[src/rtl/enrg_coinc_trg_pkg.sv]
// rtl/enrg_coinc_trg_pkg.sv - shared state encodings and counter width for the coincidence trigger
// No ports; imported by enrg_coinc_trg and sat_cnt16.
package enrg_coinc_trg_pkg;

  typedef enum logic [4:0] {
    ST_IDLE  = 5'b00001,
    ST_DLY   = 5'b00010,
    ST_REQ   = 5'b00100,
    ST_DEAD  = 5'b01000,
    ST_REARM = 5'b10000
  } state_t;

  localparam int CNT_W = 16;

endpackage

[src/rtl/enrg_coinc_trg_if.sv]
// rtl/enrg_coinc_trg_if.sv - trigger inputs and request/acknowledge handshake bundle
// Signals: trg_a, trg_b (detector triggers), ack (downstream acknowledge),
//          trg_req (coincidence request), busy (state machine not idle).
// master: trigger source / downstream side; slave: enrg_coinc_trg.
interface enrg_coinc_trg_if;
  logic trg_a;
  logic trg_b;
  logic ack;
  logic trg_req;
  logic busy;

  modport master (output trg_a, output trg_b, output ack, input trg_req, input busy);
  modport slave  (input trg_a, input trg_b, input ack, output trg_req, output busy);
endinterface

[src/rtl/enrg_coinc_trg_sat_cnt16.sv]
// rtl/enrg_coinc_trg_sat_cnt16.sv - 16-bit saturating event counter
// Ports: clk, rst (async active-high), inc (count enable), cnt (current count, sticks at all-ones).
module sat_cnt16
  import enrg_coinc_trg_pkg::*;
(
  input  logic             clk,
  input  logic             rst,
  input  logic             inc,
  output logic [CNT_W-1:0] cnt
);

  always_ff @(posedge clk or posedge rst) begin
    if (rst) begin
      cnt <= '0;
    end else if (inc && (cnt != {CNT_W{1'b1}})) begin
      cnt <= cnt + 1'b1;
    end
  end

endmodule

[src/rtl/enrg_coinc_trg.sv]
// rtl/enrg_coinc_trg.sv - two-channel energy-detector coincidence trigger with delay and dead time
// Ports: clk, rst (async active-high); mask[1:0] channel enables (bit0=A, bit1=B);
//        mode (0=AND, 1=OR of enabled channels); delay[3:0] request delay; dead_time[7:0];
//        trig (slave modport: trg_a, trg_b, ack in; trg_req, busy out);
//        acc_cnt, lost_cnt (accepted / lost counters, only when COINC_CNT_EN is defined).
// Macro: COINC_CNT_EN enables the accepted/lost counters and their ports.
module enrg_coinc_trg
  import enrg_coinc_trg_pkg::*;
(
  input  logic             clk,
  input  logic             rst,
  input  logic [1:0]       mask,
  input  logic             mode,
  input  logic [3:0]       delay,
  input  logic [7:0]       dead_time,
  enrg_coinc_trg_if.slave  trig
`ifdef COINC_CNT_EN
  ,
  output logic [CNT_W-1:0] acc_cnt,
  output logic [CNT_W-1:0] lost_cnt
`endif
);

  logic       coinc;
  state_t     state;
  state_t     state_nxt;
  logic [7:0] cnt;
  logic [7:0] cnt_nxt;

  // In AND mode a disabled channel counts as "present" so it cannot block;
  // an empty mask would then read as always-coincident, so it is forced off.
  always_comb begin
    coinc = 1'b0;
    if (mask != 2'b00) begin
      if (mode)
        coinc = (trig.trg_a & mask[0]) | (trig.trg_b & mask[1]);
      else
        coinc = (trig.trg_a | ~mask[0]) & (trig.trg_b | ~mask[1]);
    end
  end

  always_comb begin
    state_nxt = state;
    cnt_nxt   = cnt;
    case (state)
      ST_IDLE: begin
        if (coinc) begin
          state_nxt = ST_DLY;
          cnt_nxt   = 8'd0;
        end
      end
      ST_DLY: begin
        if (cnt == {4'd0, delay})
          state_nxt = ST_REQ;
        else
          cnt_nxt = cnt + 8'd1;
      end
      ST_REQ: begin
        if (trig.ack) begin
          state_nxt = ST_DEAD;
          cnt_nxt   = 8'd0;
        end
      end
      ST_DEAD: begin
        if (cnt == dead_time)
          state_nxt = ST_REARM;
        else
          cnt_nxt = cnt + 8'd1;
      end
      ST_REARM: begin
        // Wait for the stretched input to drop so one pulse fires only once.
        if (!coinc)
          state_nxt = ST_IDLE;
      end
      default: begin
        state_nxt = ST_IDLE;
        cnt_nxt   = 8'd0;
      end
    endcase
  end

  // trg_req and busy are decoded from the next state so they change on the
  // same edge as the state register.
  always_ff @(posedge clk or posedge rst) begin
    if (rst) begin
      state        <= ST_IDLE;
      cnt          <= 8'd0;
      trig.trg_req <= 1'b0;
      trig.busy    <= 1'b0;
    end else begin
      state        <= state_nxt;
      cnt          <= cnt_nxt;
      trig.trg_req <= (state_nxt == ST_REQ);
      trig.busy    <= (state_nxt != ST_IDLE);
    end
  end

`ifdef COINC_CNT_EN
  logic coinc_q;
  logic acc_inc;
  logic lost_inc;

  always_ff @(posedge clk or posedge rst) begin
    if (rst)
      coinc_q <= 1'b0;
    else
      coinc_q <= coinc;
  end

  assign acc_inc  = (state == ST_REQ) && trig.ack;
  assign lost_inc = coinc && !coinc_q && (state != ST_IDLE);

  sat_cnt16 u_acc_cnt (
    .clk (clk),
    .rst (rst),
    .inc (acc_inc),
    .cnt (acc_cnt)
  );

  sat_cnt16 u_lost_cnt (
    .clk (clk),
    .rst (rst),
    .inc (lost_inc),
    .cnt (lost_cnt)
  );
`endif

endmodule

[src/flat_wrapper.sv]
// flat-port wrapper written by rule: the top's interface ports become plain ports
module enrg_coinc_trg_flat import enrg_coinc_trg_pkg::*;
  (clk, rst, mask, mode, delay, dead_time, trig_trg_a, trig_trg_b, trig_ack, trig_trg_req, trig_busy);
  enrg_coinc_trg_if trig_i ();
  input  logic clk;
  input  logic rst;
  input  logic [1:0] mask;
  input  logic mode;
  input  logic [3:0] delay;
  input  logic [7:0] dead_time;
  input wire logic [$bits(trig_i.trg_a)-1:0] trig_trg_a;
  input wire logic [$bits(trig_i.trg_b)-1:0] trig_trg_b;
  input wire logic [$bits(trig_i.ack)-1:0] trig_ack;
  output wire logic [$bits(trig_i.trg_req)-1:0] trig_trg_req;
  output wire logic [$bits(trig_i.busy)-1:0] trig_busy;
  assign trig_i.trg_a = trig_trg_a;
  assign trig_i.trg_b = trig_trg_b;
  assign trig_i.ack = trig_ack;
  assign trig_trg_req = trig_i.trg_req;
  assign trig_busy = trig_i.busy;
  enrg_coinc_trg u_core (.clk(clk), .rst(rst), .mask(mask), .mode(mode), .delay(delay), .dead_time(dead_time), .trig(trig_i));
endmodule
[config.mk]
export PLATFORM = sky130hd
export DESIGN_NAME = enrg_coinc_trg_flat
export DESIGN_NICKNAME = d
export VERILOG_FILES = /design/src/rtl/enrg_coinc_trg_pkg.sv /design/src/rtl/enrg_coinc_trg_if.sv /design/src/rtl/enrg_coinc_trg_sat_cnt16.sv /design/src/rtl/enrg_coinc_trg.sv /design/src/flat_wrapper.sv
export SDC_FILE = /design/constraint.sdc
export NUM_CORES = 1
export LEC_CHECK = 0
export CORE_ASPECT_RATIO = 0.6
export CORE_UTILIZATION = 25
export CTS_BUF_LIST = sky130_fd_sc_hd__clkbuf_16
export DETAILED_ROUTE_END_ITERATION = 8
export HOLD_SLACK_MARGIN = 0.12
export PLACE_DENSITY = 0.42
export SLEW_MARGIN = 20
export SYNTH_ARGS = -nofsm -noshare
export SYNTH_HDL_FRONTEND = slang
export SYNTH_HIERARCHICAL = 1
export SYNTH_SLANG_ARGS = --single-unit
[constraint.sdc]
create_clock -name clk -period 4.7 [get_ports clk]
set_clock_uncertainty 0.1 [all_clocks]
set_input_delay 0.94 -clock clk [delete_from_list [all_inputs] [get_ports clk]]
set_output_delay 0.94 -clock clk [all_outputs]
set_load 0.05 [all_outputs]
======== Word-level counts from Yosys, hierarchy flattened ========
Cells that the tools add are included.
storage, ports and cells
  flip-flop bits (word level) ............. 15
  latch bits .............................. 0
  memory bits (writable) .................. 0
  bits in read-only memories .............. 0
  memories kept ........................... 0
operators by class
  add/subtract/negate cells ............... 1
  multipliers ............................. 0
  div/mod/pow operators ................... 0
  order comparisons ....................... 0
  eq/ne operators ......................... 13
  shift operators ......................... 0
  muxes and demuxes ....................... 13
  bitwise logic cells ..................... 9
  reduce and logical (&&, ||, !) cells .... 2
operators with widths
  operator                                        number
  one-hot mux 8 bit (5 select lines)              1
  two-way mux 8 bit                               4
  two-way mux 5 bit                               5
  one-hot mux 5 bit (5 select lines)              1
  == test 5 x 3 -> 1 bit (second input constant)  2
  adder 8 x 1 -> 8 bit (second input constant)    1
  == test 8 x 4 -> 1 bit                          1
  == test 8 bit                                   1
  != test 2 bit (second input constant)           3
  == test 5 x 1 -> 1 bit (second input constant)  1
  == test 5 x 2 -> 1 bit (second input constant)  1
  == test 5 x 4 -> 1 bit (second input constant)  1
  == test 5 bit (second input constant)           1
  != test 5 x 1 -> 1 bit (second input constant)  1
  AND reduction 5 bit                             1
  AND 1 bit                                       3
  inverter 1 bit                                  3
  bitwise OR 1 bit                                3
  two-way mux 1 bit                               2
  != test 2 x 1 -> 1 bit (second input constant)  1
  nonzero test 2 bit                              1

======== Depth between registers and ports, before layout ========
Gate-level depths: netlist of run 1.
  depth in word-level cells ............... 8
  mapped depth ............................ 8
  gate-level depth less buffers ........... 6

======== Worst setup path after synthesis of run 1 ========
OpenSTA, ideal clock, no wires.
  path kind ............................... input-to-reg
  start point ............................. input dead_time[0]
  end point ............................... register u_core.cnt[6]
  arrival time ............................ 2.318 ns
  path slack .............................. 2.213 ns
  stages .................................. 7
  path buffers ............................ 1
  cell sequence ........................... xor2_1 nand4b_1 and4bb_2 or3_1 buf_2 or3_1 nand3_1
between the ends
  word-level cells in the longest chain between the ends .. 3
ends and longest elaborated chain
  element                        RTL line              source
  from (decl)                    flat_wrapper.sv:10    input logic [7:0] dead_time;
  == test 8 bit                  enrg_coinc_trg.sv:65  if (cnt == dead_time)
  != test 2 bit (no line)        n/a
  AND reduction 5 bit (no line)  n/a
  to (signal assigned)           enrg_coinc_trg.sv:92  cnt <= cnt_nxt;
  to (decl)                      enrg_coinc_trg.sv:27  logic [7:0] cnt;
No other way between the ends.
A chain may end at the register's enable or synchronous reset.

======== Worst setup path after layout of run 1 ========
Same ends and word-level chain as after synthesis.

==> impl_metrics.py, run 1 <==
metrics = {
    "outcome": {
        "outcome": "finished clean",
    },
    "global_routing": {
        "antenna_found_initial": 0,
        "grt_pass1_wl_mm": 4.968,
        "grt_max_degree": 16,
        "grt_pass1_vias": 982,
        "grt_use_total_pct": 14.81,
        "grt-ovfl-total": 0,
    },
    "pwr": {
        "leakage_uw": 0.0005510,
        "p_per_area_mw_per_mm2": 400.7,
        "vdd_drop_max_uv": 309.6,
    },
    "final_layout": {
        "area_delta_synth_final_pct": 29.98,
        "fillers": 442,
        "final_common_cell": "clkdlybuf4s50_1",
        "layout_common_cells": "21 x clkdlybuf4s50_1, 14 x dfrtp_1, 11 x nand3_1, 11 x o21ai_0, 9 x xor2_1",
        "drive_gt1_share_pct": 6.164,
        "n_antenna_cell": 0,
        "layout.nets": 168,
    },
    "timing": {
        "setup_viol": 0,
        "tightest_slew_ns": 1.030,
        "post-route-min-period_ns": 2.955,
        "fmax_mhz": 338.4,
        "slew_violations": 0,
        "rsz0062_at_grt": "no",
        "final-hold-violation-count": 0,
        "slew_headroom_pct": 30.73,
        "fin_hold_ws_ns": 0.5247,
        "finalCritPeriodShare_pct": 62.87,
        "finalSetupTns_ns": 0,
    },
    "logic_synthesis": {
        "synth_flop_cell": "dfrtp_1",
        "synth_seq_area_share_pct": 34.44,
        "synthMuxAreaShare_pct": 0,
        "yosys.area_share.xor_xnor_pct": 11.21,
        "synth_top_area_share_pct": 32.04,
        "syn-mean-instance-area_um2": 8.543,
        "synth_top_family_by_area": "simple AND/OR/NAND/NOR gates",
        "synth-adder-area-share_pct": 1.144,
        "yosysWarnings": 6,
        "netlist_area_mm2": 0.001094,
        "syn_nets": 149,
        "synth-seq-cells": 15,
        "synthArstFlopShare_pct": 100.0,
        "yosysTopAreaCell": "dfrtp_1",
        "synth_area_leaders": "dfrtp_1 32%, xor2_1 7.2%, nand3_1 5.0%",
        "synth-edff-count": 0,
        "yosys.area_share.simple_pct": 29.41,
        "synth_cells": 128,
        "synth_compound_area_share_pct": 17.96,
        "synth.distinct_cells": 41,
    },
    "route": {
        "routedWlPerCell_um": 14.52,
        "final_antenna_net_count": 0,
        "drt-initial-drc-count": 98,
        "drc": 0,
        "first_pass_iters": 4,
        "post_drt_via_cell_ratio": 4.927,
        "num_vias": 1015,
        "drt-total-wl_mm": 2.992,
    },
    "floorplanning": {
        "die_w_um": 87.39,
        "dieArea_mm2": 0.004652,
        "rows": 18,
        "core-area_mm2": 0.004144,
        "die_h_um": 53.23,
        "ios": 22,
        "start_util_pct": 26.39,
    },
    "worst_setup_path": {
        "crit_path_frequent_cell": "or3_1",
        "critical_path_peak_fanout": 9,
        "required_ns": 4.78,
        "crit_chain": "clkdlybuf4s50_1 > xor2_1 > nand4b_1 > and4bb_2 > or3_1 > or3_1 > nand3_1",
        "critical_path.endpoint": "u_core/cnt[6]",
        "worstSetupEndpointType": "register",
        "crit_start": "dead_time[0]",
        "critPathKind": "input port to register",
        "r2r.worst_path.cells": 6,
        "r2r-start": "u_core/state[4]",
        "slowest_stage": "or3_1",
        "r2r_end": "u_core/cnt[4]",
        "max_stage_delay_ns": 0.51,
        "worstSetupStartpointType": "input port",
        "cp.arrival_ns": 3.03,
        "reg2reg_slack_ns": 2.22,
    },
    "placed_design": {
        "place_congestion": 0.7984,
        "hpwlAfterDp_mm": 2.339,
        "io_buffers": 21,
    },
    "clocking": {
        "postCtsSetupBuffers": 0,
        "cts_max_level": 1,
        "clockRootBuffer": "clkbuf_16",
        "cts_buffers": 3,
        "insertion_delay_ns": 0.24,
        "path_clk_slew_ns": 0.05,
        "cts_tree": "yes",
        "cts.sinks": 15,
        "cts_hold_buffers": 0,
        "cts_resized": 0,
        "clock_path_buffers": 2,
    },
    "worst_hold_path": {
        "hold_path.class": "register to register",
    },
    "job": {
        "max_cap_violations": 0,
    },
}
## layer usage
| layer | wire length, µm | up-vias | track usage (%) | part of all wire, % |
|---|---|---|---|---|
| li1 | - | 506 | - | - |
| met2 | 1143 | 37 | 19.40 | 38 |
| met3 | 174 | 2 | 4.524 | 5.8 |
| met5 | 0 | - | 0 | 0 |
| met4 | 4 | 0 | 2.459 | 0.13 |
| met1 | 1671 | 470 | 23.03 | 56 |
## critical path: cells and delay by family
kind	cells	cell delay, ns
buf+inv	1	0.48
simple gates	5	1.41
xor+xnor	1	0.20
## kinds of logic after synthesis
group,after synthesis
adder cells (fa/ha/maj),1
XOR/XNOR,14
AND/OR/NAND/NOR,54
buffers and inverters,14
AO/OA/AOI/OAI,30
flip-flops,15
## report_power, final
part / switching, µW / internal (µW)
Clock: 51.0 / 114
Combinational: 119 / 87.9
Sequential: 44.3 / 153
Total: 215 / 355
## cell usage after synthesis (4+ instances only)
cell type and n:
dfrtp_1 14, nand3_1 11, o21ai_0 11, xor2_1 9, inv_1 7, nor2_1 7
a21oi_1 5, nor3_1 5, or3_1 5, xnor2_1 5, nand2_1 4, nor4_1 4
## state kept, by name (all words and copies together), names as in the netlist
signal               count
u_core/cnt               8
u_core/state             5
u_core/trig.busy         1
u_core/trig.trg_req      1
## through the flow
stage | util (%) | instance area [µm²] | total power (µW) | cells | setup slack, ns
after floorplan | - | 1094 | 337.7 | 128 | 2.213
after global placement | 32.37 | 1341 | 407.3 | 202 | 1.495
after detailed placement | 32.37 | 1341 | 403.3 | 202 | 1.453
after CTS | 34.30 | 1421 | 576.6 | 206 | 1.725
after global routing | 34.30 | 1421 | 613.9 | 206 | 1.557
final | 34.30 | 1421 | 569.5 | 206 | 1.745
## final cells by class
class	instances	area, µm²	area share (%)
multi-input cells	99	653.1	45.95
flip-flops and latches	15	376.6	26.50
repair buffers	21	210.2	14.79
clock buffers	3	75.07	5.282
well taps	60	75.07	5.282
inverters	7	26.28	1.849
clock inverters	1	5.005	0.3521
## worst min-delay path by stage
| stage | from | endpoint | cells past startpoint |
|---|---|---|---|
| 2_1_floorplan | u_core/state[3] | u_core/state[1] | 2 |
| 3_3_place_gp | u_core/state[3] | u_core/state[1] | 1 |
| 3_5_place_dp | u_core/state[3] | u_core/state[1] | 1 |
| 4_1_cts | u_core/state[3] | u_core/state[1] | 1 |
| 5_1_grt | u_core/state[3] | u_core/state[1] | 1 |
| 6_report | u_core/cnt[7] | u_core/cnt[7] | 2 |
No activity file was read; power rests on OpenSTA's default activity.
==> inputs of run 2 (changes only) <==
Clock period 4.7 ns to 2.8 ns, I/O delays scaled along.
==> run 2 against run 1 <==
Net effect:
- sequential power rose by 63%
- via count is 5.4% higher
- register-to-register slack worse by 1.8 ns
- clock-buffer cell count stayed put
- routed wire length up 1.6%
- worst hold slack got worse by 0.025 ns
- utilization rose by 1.2 points
- clock power is 70% higher
- critical path depth unchanged
==> impl_metrics.py, run 2 (synthesized netlist as in run 1, its figures left out) <==
metrics = {
    "outcome": {
        "outcome": "finished clean",
    },
    "final_layout": {
        "n_antenna_cell": 0,
        "top_regs": "u_core/cnt (8), u_core/state (5)",
        "drive_gt1_share_pct": 9.804,
        "layout_common_cells": "21 x clkdlybuf4s50_1, 14 x dfrtp_1, 11 x nand3_1, 11 x o21ai_0, 9 x xor2_1",
        "largest_reg_flops": 8,
        "largest_register": "u_core/cnt",
        "layout.nets": 175,
        "area_delta_synth_final_pct": 34.67,
        "final_common_cell": "clkdlybuf4s50_1",
        "final_cell_area_mm2": 0.001473,
    },
    "route": {
        "drc": 0,
        "drt-initial-drc-count": 29,
        "final_antenna_net_count": 0,
        "first_pass_iters": 4,
        "routedWlPerCell_um": 14.28,
        "post_drt_via_cell_ratio": 5.023,
        "drt-total-wl_mm": 3.041,
        "num_vias": 1070,
    },
    "clocking": {
        "insertion_delay_ns": 0.25,
        "cts_buffers": 3,
        "cts_hold_buffers": 0,
        "postCtsSetupBuffers": 0,
        "cts.sinks": 15,
        "path_clk_slew_ns": 0.05,
        "clockRootBuffer": "clkbuf_16",
        "clock_path_buffers": 2,
        "cts_max_level": 1,
        "cts_tree": "yes",
        "cts_resized": 0,
    },
    "placed_design": {
        "hpwlAfterDp_mm": 2.401,
        "place_congestion": 0.8014,
        "place_area_mm2": 0.001394,
        "io_buffers": 21,
    },
    "global_routing": {
        "grt_use_total_pct": 15.44,
        "grt_pass1_vias": 988,
        "antenna_found_initial": 0,
        "grt_max_degree": 16,
        "grt-ovfl-total": 0,
        "grt_pass1_wl_mm": 5.140,
    },
    "worst_setup_path": {
        "required_ns": 2.88,
        "cp_num_buf_inv": 1,
        "r2r.worst_path.cells": 6,
        "crit_path_frequent_cell": "or3_1",
        "critPathKind": "input port to register",
        "slowest_stage": "or3_1",
        "worstSetupStartpointType": "input port",
        "max_stage_delay_ns": 0.50,
        "critical_path_peak_fanout": 9,
        "r2r-start": "u_core/state[4]",
        "crit_chain": "clkdlybuf4s50_1 > xor2_1 > nor4_1 > and4bb_2 > or3_1 > or3_1 > nand3_1",
        "path_delay_family": "simple AND/OR/NAND/NOR gates",
        "worstSetupEndpointType": "register",
        "reg2reg_slack_ns": 0.46,
        "cp.arrival_ns": 2.56,
        "r2r_end": "u_core/trig.busy",
    },
    "timing": {
        "finalCritPeriodShare_pct": 88.61,
        "tightest_slew_ns": 0.6283,
        "rsz0062_at_grt": "no",
        "fmax_mhz": 403.0,
        "setup_viol": 0,
        "post-route-min-period_ns": 2.481,
        "final-hold-violation-count": 0,
        "slew_headroom_pct": 58.07,
        "fin_hold_ws_ns": 0.5000,
        "slew_violations": 0,
        "finalSetupTns_ns": 0,
    },
    "floorplanning": {
        "die_w_um": 87.39,
        "rows": 18,
        "die_h_um": 53.23,
        "ios": 22,
        "core-area_mm2": 0.004144,
        "dieArea_mm2": 0.004652,
        "start_util_pct": 26.39,
    },
    "pwr": {
        "leakage_uw": 0.0005888,
        "vdd_drop_max_uv": 377.7,
        "p_per_area_mw_per_mm2": 678.4,
    },
    "worst_hold_path": {
        "hold_path.class": "register to register",
        "holdPathStages": 1,
        "worst_hold_startpoint": "u_core/state[3]",
        "hold_path_end": "u_core/state[1]",
    },
    "job": {
        "max_cap_violations": 0,
    },
}
## run 2: area by class of cell
cell class,instances,area (µm²)
Sequential cell,15,376.6
Clock inverter,1,3.754
Fill cell,447,2671
Tap cell,60,75.07
Multi-Input combinational cell,99,653.1
Timing Repair Buffer,28,262.8
Inverter,7,26.28
Clock buffer,3,75.07
## run 2: per-layer routing
| metal | share of wire (%) | track usage [%] | vias up |
|---|---|---|---|
| li1 | - | - | 524 |
| met1 | 53 | 23.52 | 504 |
| met2 | 38 | 20.44 | 42 |
| met3 | 9.1 | 5.304 | 0 |
| met4 | 0 | 2.459 | 0 |
| met5 | 0 | 0 | - |
## run 2: how the worst max path moves through the flow
stage	start	to	slack, ns	cells after the start
after detailed placement	dead_time[0]	u_core/cnt[7]	0.07	7
after floorplan	dead_time[0]	u_core/cnt[6]	0.69	7
after global placement	dead_time[0]	u_core/cnt[6]	0.1	7
after CTS	dead_time[0]	u_core/cnt[7]	0.32	7
after global routing	dead_time[1]	u_core/cnt[6]	0.23	7
final	dead_time[1]	u_core/cnt[7]	0.32	7
## run 2: power by group
group / leakage [µW] / switching [µW] / internal (µW)
clock: 0.0000423 / 90.4 / 189
combinational: 0.000344 / 217 / 180
sequential: 0.000202 / 64.8 / 257
## run 2: worst reg2reg max path, stage by stage, from the launching register on
cell and delay [ns]:
dfrtp_1 0.46, or4_1 0.55, nor4_1 0.26, and4bb_2 0.27
or3_1 0.29, nor2b_1 0.21, o21a_1 0.12
## run 2: stage by stage
step | power, µW | std cells | setup slack [ns] | util, %
after floorplan | 566.8 | 128 | 0.6929 | -
final | 999.1 | 213 | 0.3189 | 35.54
after CTS | 1001 | 213 | 0.3248 | 35.54
after global routing | 1071 | 213 | 0.2263 | 35.54
after detailed placement | 715.1 | 209 | 0.06828 | 33.64
after global placement | 725.8 | 209 | 0.09653 | 33.64
==> inputs of run 3 (changes only) <==
Settings changed: CORE_MARGIN set to 1.5, SETUP_SLACK_MARGIN set to 0.4.
==> run 3 against run 2 <==
Net effect:
- worst setup slack better by 0.15 ns
- sequential power up 3%
- sequential share of layout area about the same
- final cell count down 0.47%
- critical endpoint unchanged
==> impl_metrics.py, run 3 (synthesized netlist as in run 1, its figures left out) <==
metrics = {
    "clocking": {
        "insertion_delay_ns": 0.25,
        "clock_path_buffers": 2,
        "path_clk_slew_ns": 0.05,
        "cts_hold_buffers": 0,
        "cts.sinks": 15,
        "cts_buffers": 3,
        "cts_max_level": 1,
        "cts_tree": "yes",
        "clockRootBuffer": "clkbuf_16",
    },
    "worst_hold_path": {
        "hold_path.class": "register to register",
        "holdPathStages": 1,
    },
    "global_routing": {
        "grt_use_total_pct": 13.66,
        "grt_max_degree": 16,
        "grt_pass1_wl_mm": 4.836,
        "antenna_found_initial": 0,
        "grt-ovfl-total": 0,
        "grt_pass1_vias": 978,
    },
    "final_layout": {
        "n_antenna_cell": 0,
        "multi_input_area_um2": 658.1,
        "final_common_cell": "clkdlybuf4s50_1",
        "layout.nets": 174,
        "fillers": 431,
        "layout_common_cells": "19 x clkdlybuf4s50_1, 14 x dfrtp_1, 11 x nand3_1, 11 x o21ai_0, 9 x xor2_1",
        "top_regs": "u_core/cnt (8), u_core/state (5)",
        "register_area_um2": 376.6,
        "drive_gt1_share_pct": 9.868,
        "utilization_pct": 35.60,
        "area_delta_synth_final_pct": 34.90,
        "largest_register": "u_core/cnt",
        "largest_reg_flops": 8,
    },
    "floorplanning": {
        "die_h_um": 54.23,
        "rows": 18,
        "start_util_pct": 26.39,
        "ios": 22,
        "die_w_um": 88.39,
        "core-area_mm2": 0.004144,
        "dieArea_mm2": 0.004793,
    },
    "pwr": {
        "clkPwrFrac_pct": 28.1,
        "power.share.sequential_pct": 33.4,
        "vdd_drop_max_uv": 458.5,
        "combPwrFrac_pct": 38.6,
        "power_uw": 991.1,
        "p_sw_share_pct": 37.49,
        "p_sw_uw": 371.5,
        "p_per_area_mw_per_mm2": 671.9,
        "intPower_uw": 619.6,
        "leakage_uw": 0.0006032,
    },
    "route": {
        "drc": 0,
        "post_drt_via_cell_ratio": 5.075,
        "drt-initial-drc-count": 102,
        "final_antenna_net_count": 0,
        "routedWlPerCell_um": 14.22,
        "drt-total-wl_mm": 3.014,
        "num_vias": 1076,
        "first_pass_iters": 4,
    },
    "worst_setup_path": {
        "crit_start": "dead_time[6]",
        "critical_path_peak_fanout": 8,
        "critical_path.endpoint": "u_core/cnt[7]",
        "critPathKind": "input port to register",
        "worstSetupEndpointType": "register",
        "required_ns": 2.88,
        "r2r-start": "u_core/state[1]",
        "cp.arrival_ns": 2.41,
        "worstSetupStartpointType": "input port",
        "r2r.worst_path.cells": 6,
        "reg2reg_slack_ns": 0.55,
        "r2r_end": "u_core/state[0]",
    },
    "timing": {
        "tightest_slew_ns": 0.6225,
        "finalCritPeriodShare_pct": 83.08,
        "post-route-min-period_ns": 2.326,
        "rsz0062_at_grt": "no",
        "final-hold-violation-count": 0,
        "fmax_mhz": 429.9,
        "slew_violations": 0,
        "finalSetupTns_ns": 0,
        "setup_viol": 0,
        "slew_headroom_pct": 58.46,
    },
    "placed_design": {
        "io_buffers": 21,
        "hpwlAfterDp_mm": 2.343,
        "place_congestion": 0.7868,
    },
    "job": {
        "max_cap_violations": 0,
    },
    "outcome": {
        "outcome": "finished clean",
    },
}
run 3: worst min path at each step:
| stage | start | to | slack (ns) |
|---|---|---|---|
| finish | u_core/state[4] | u_core/state[1] | 0.50 |
| global route | u_core/state[4] | u_core/state[1] | 0.53 |
| CTS | u_core/state[4] | u_core/state[1] | 0.50 |
| detailed placement | u_core/state[4] | u_core/state[1] | 0.49 |
| global placement | u_core/state[4] | u_core/state[1] | 0.50 |
| floorplan | rst | u_core/cnt[0] | 0.36 |
run 3: layer usage:
layer | vias to the layer above | routed length [µm] | global-route usage [%]
met5 | - | 0 | 0
met4 | 0 | 4 | 3.125
met3 | 2 | 276 | 4.676
met2 | 48 | 1143 | 18.07
met1 | 506 | 1590 | 20.71
li1 | 520 | - | -
run 3: metrics by stage:
| stage | std cells | instance area, µm² | setup slack [ns] | hold WS [ns] |
|---|---|---|---|---|
| 2_1_floorplan | 128 | 1094 | 0.6929 | 0.3608 |
| 3_3_place_gp | 207 | 1379 | 0.1064 | 0.5000 |
| 3_5_place_dp | 207 | 1379 | 0.07016 | 0.4899 |
| 4_1_cts | 211 | 1463 | 0.4239 | 0.4978 |
| 5_1_grt | 212 | 1475 | 0.4092 | 0.5310 |
| 6_report | 212 | 1475 | 0.4738 | 0.4985 |
run 3: layout make-up:
class / count / area share (%)
Clock inverter: 1 / 0.2545
Multi-Input combinational cell: 99 / 44.61
Sequential cell: 15 / 25.53
Inverter: 7 / 1.781
Timing Repair Buffer: 27 / 17.64
Clock buffer: 3 / 5.089
Tap cell: 60 / 5.089
run 3: repair_timing:
item                                    CTS  global route
gates resized for setup                   1             2
endpoints found under the hold margin     0             0
endpoints found under the setup margin    5             3
pin swaps                                 0             5
setup buffers                             0             1
run 3: power groups by stage:
stage          combinational, µW  sequential, µW  clock, µW
5_1_grt                      424             336        294
3_3_place_gp                 374             330          0
2_1_floorplan                254             313          0
3_5_place_dp                 369             330          0
4_1_cts                      377             327        284
6_report                     382             331        278
run 3: critical path, cell delays in order:
cell	delay, ns
clkdlybuf4s50_1	0.47
xor2_1	0.19
nor4_1	0.07
and4bb_2	0.25
or3_4	0.44
or3_1	0.33
nand3_1	0.09
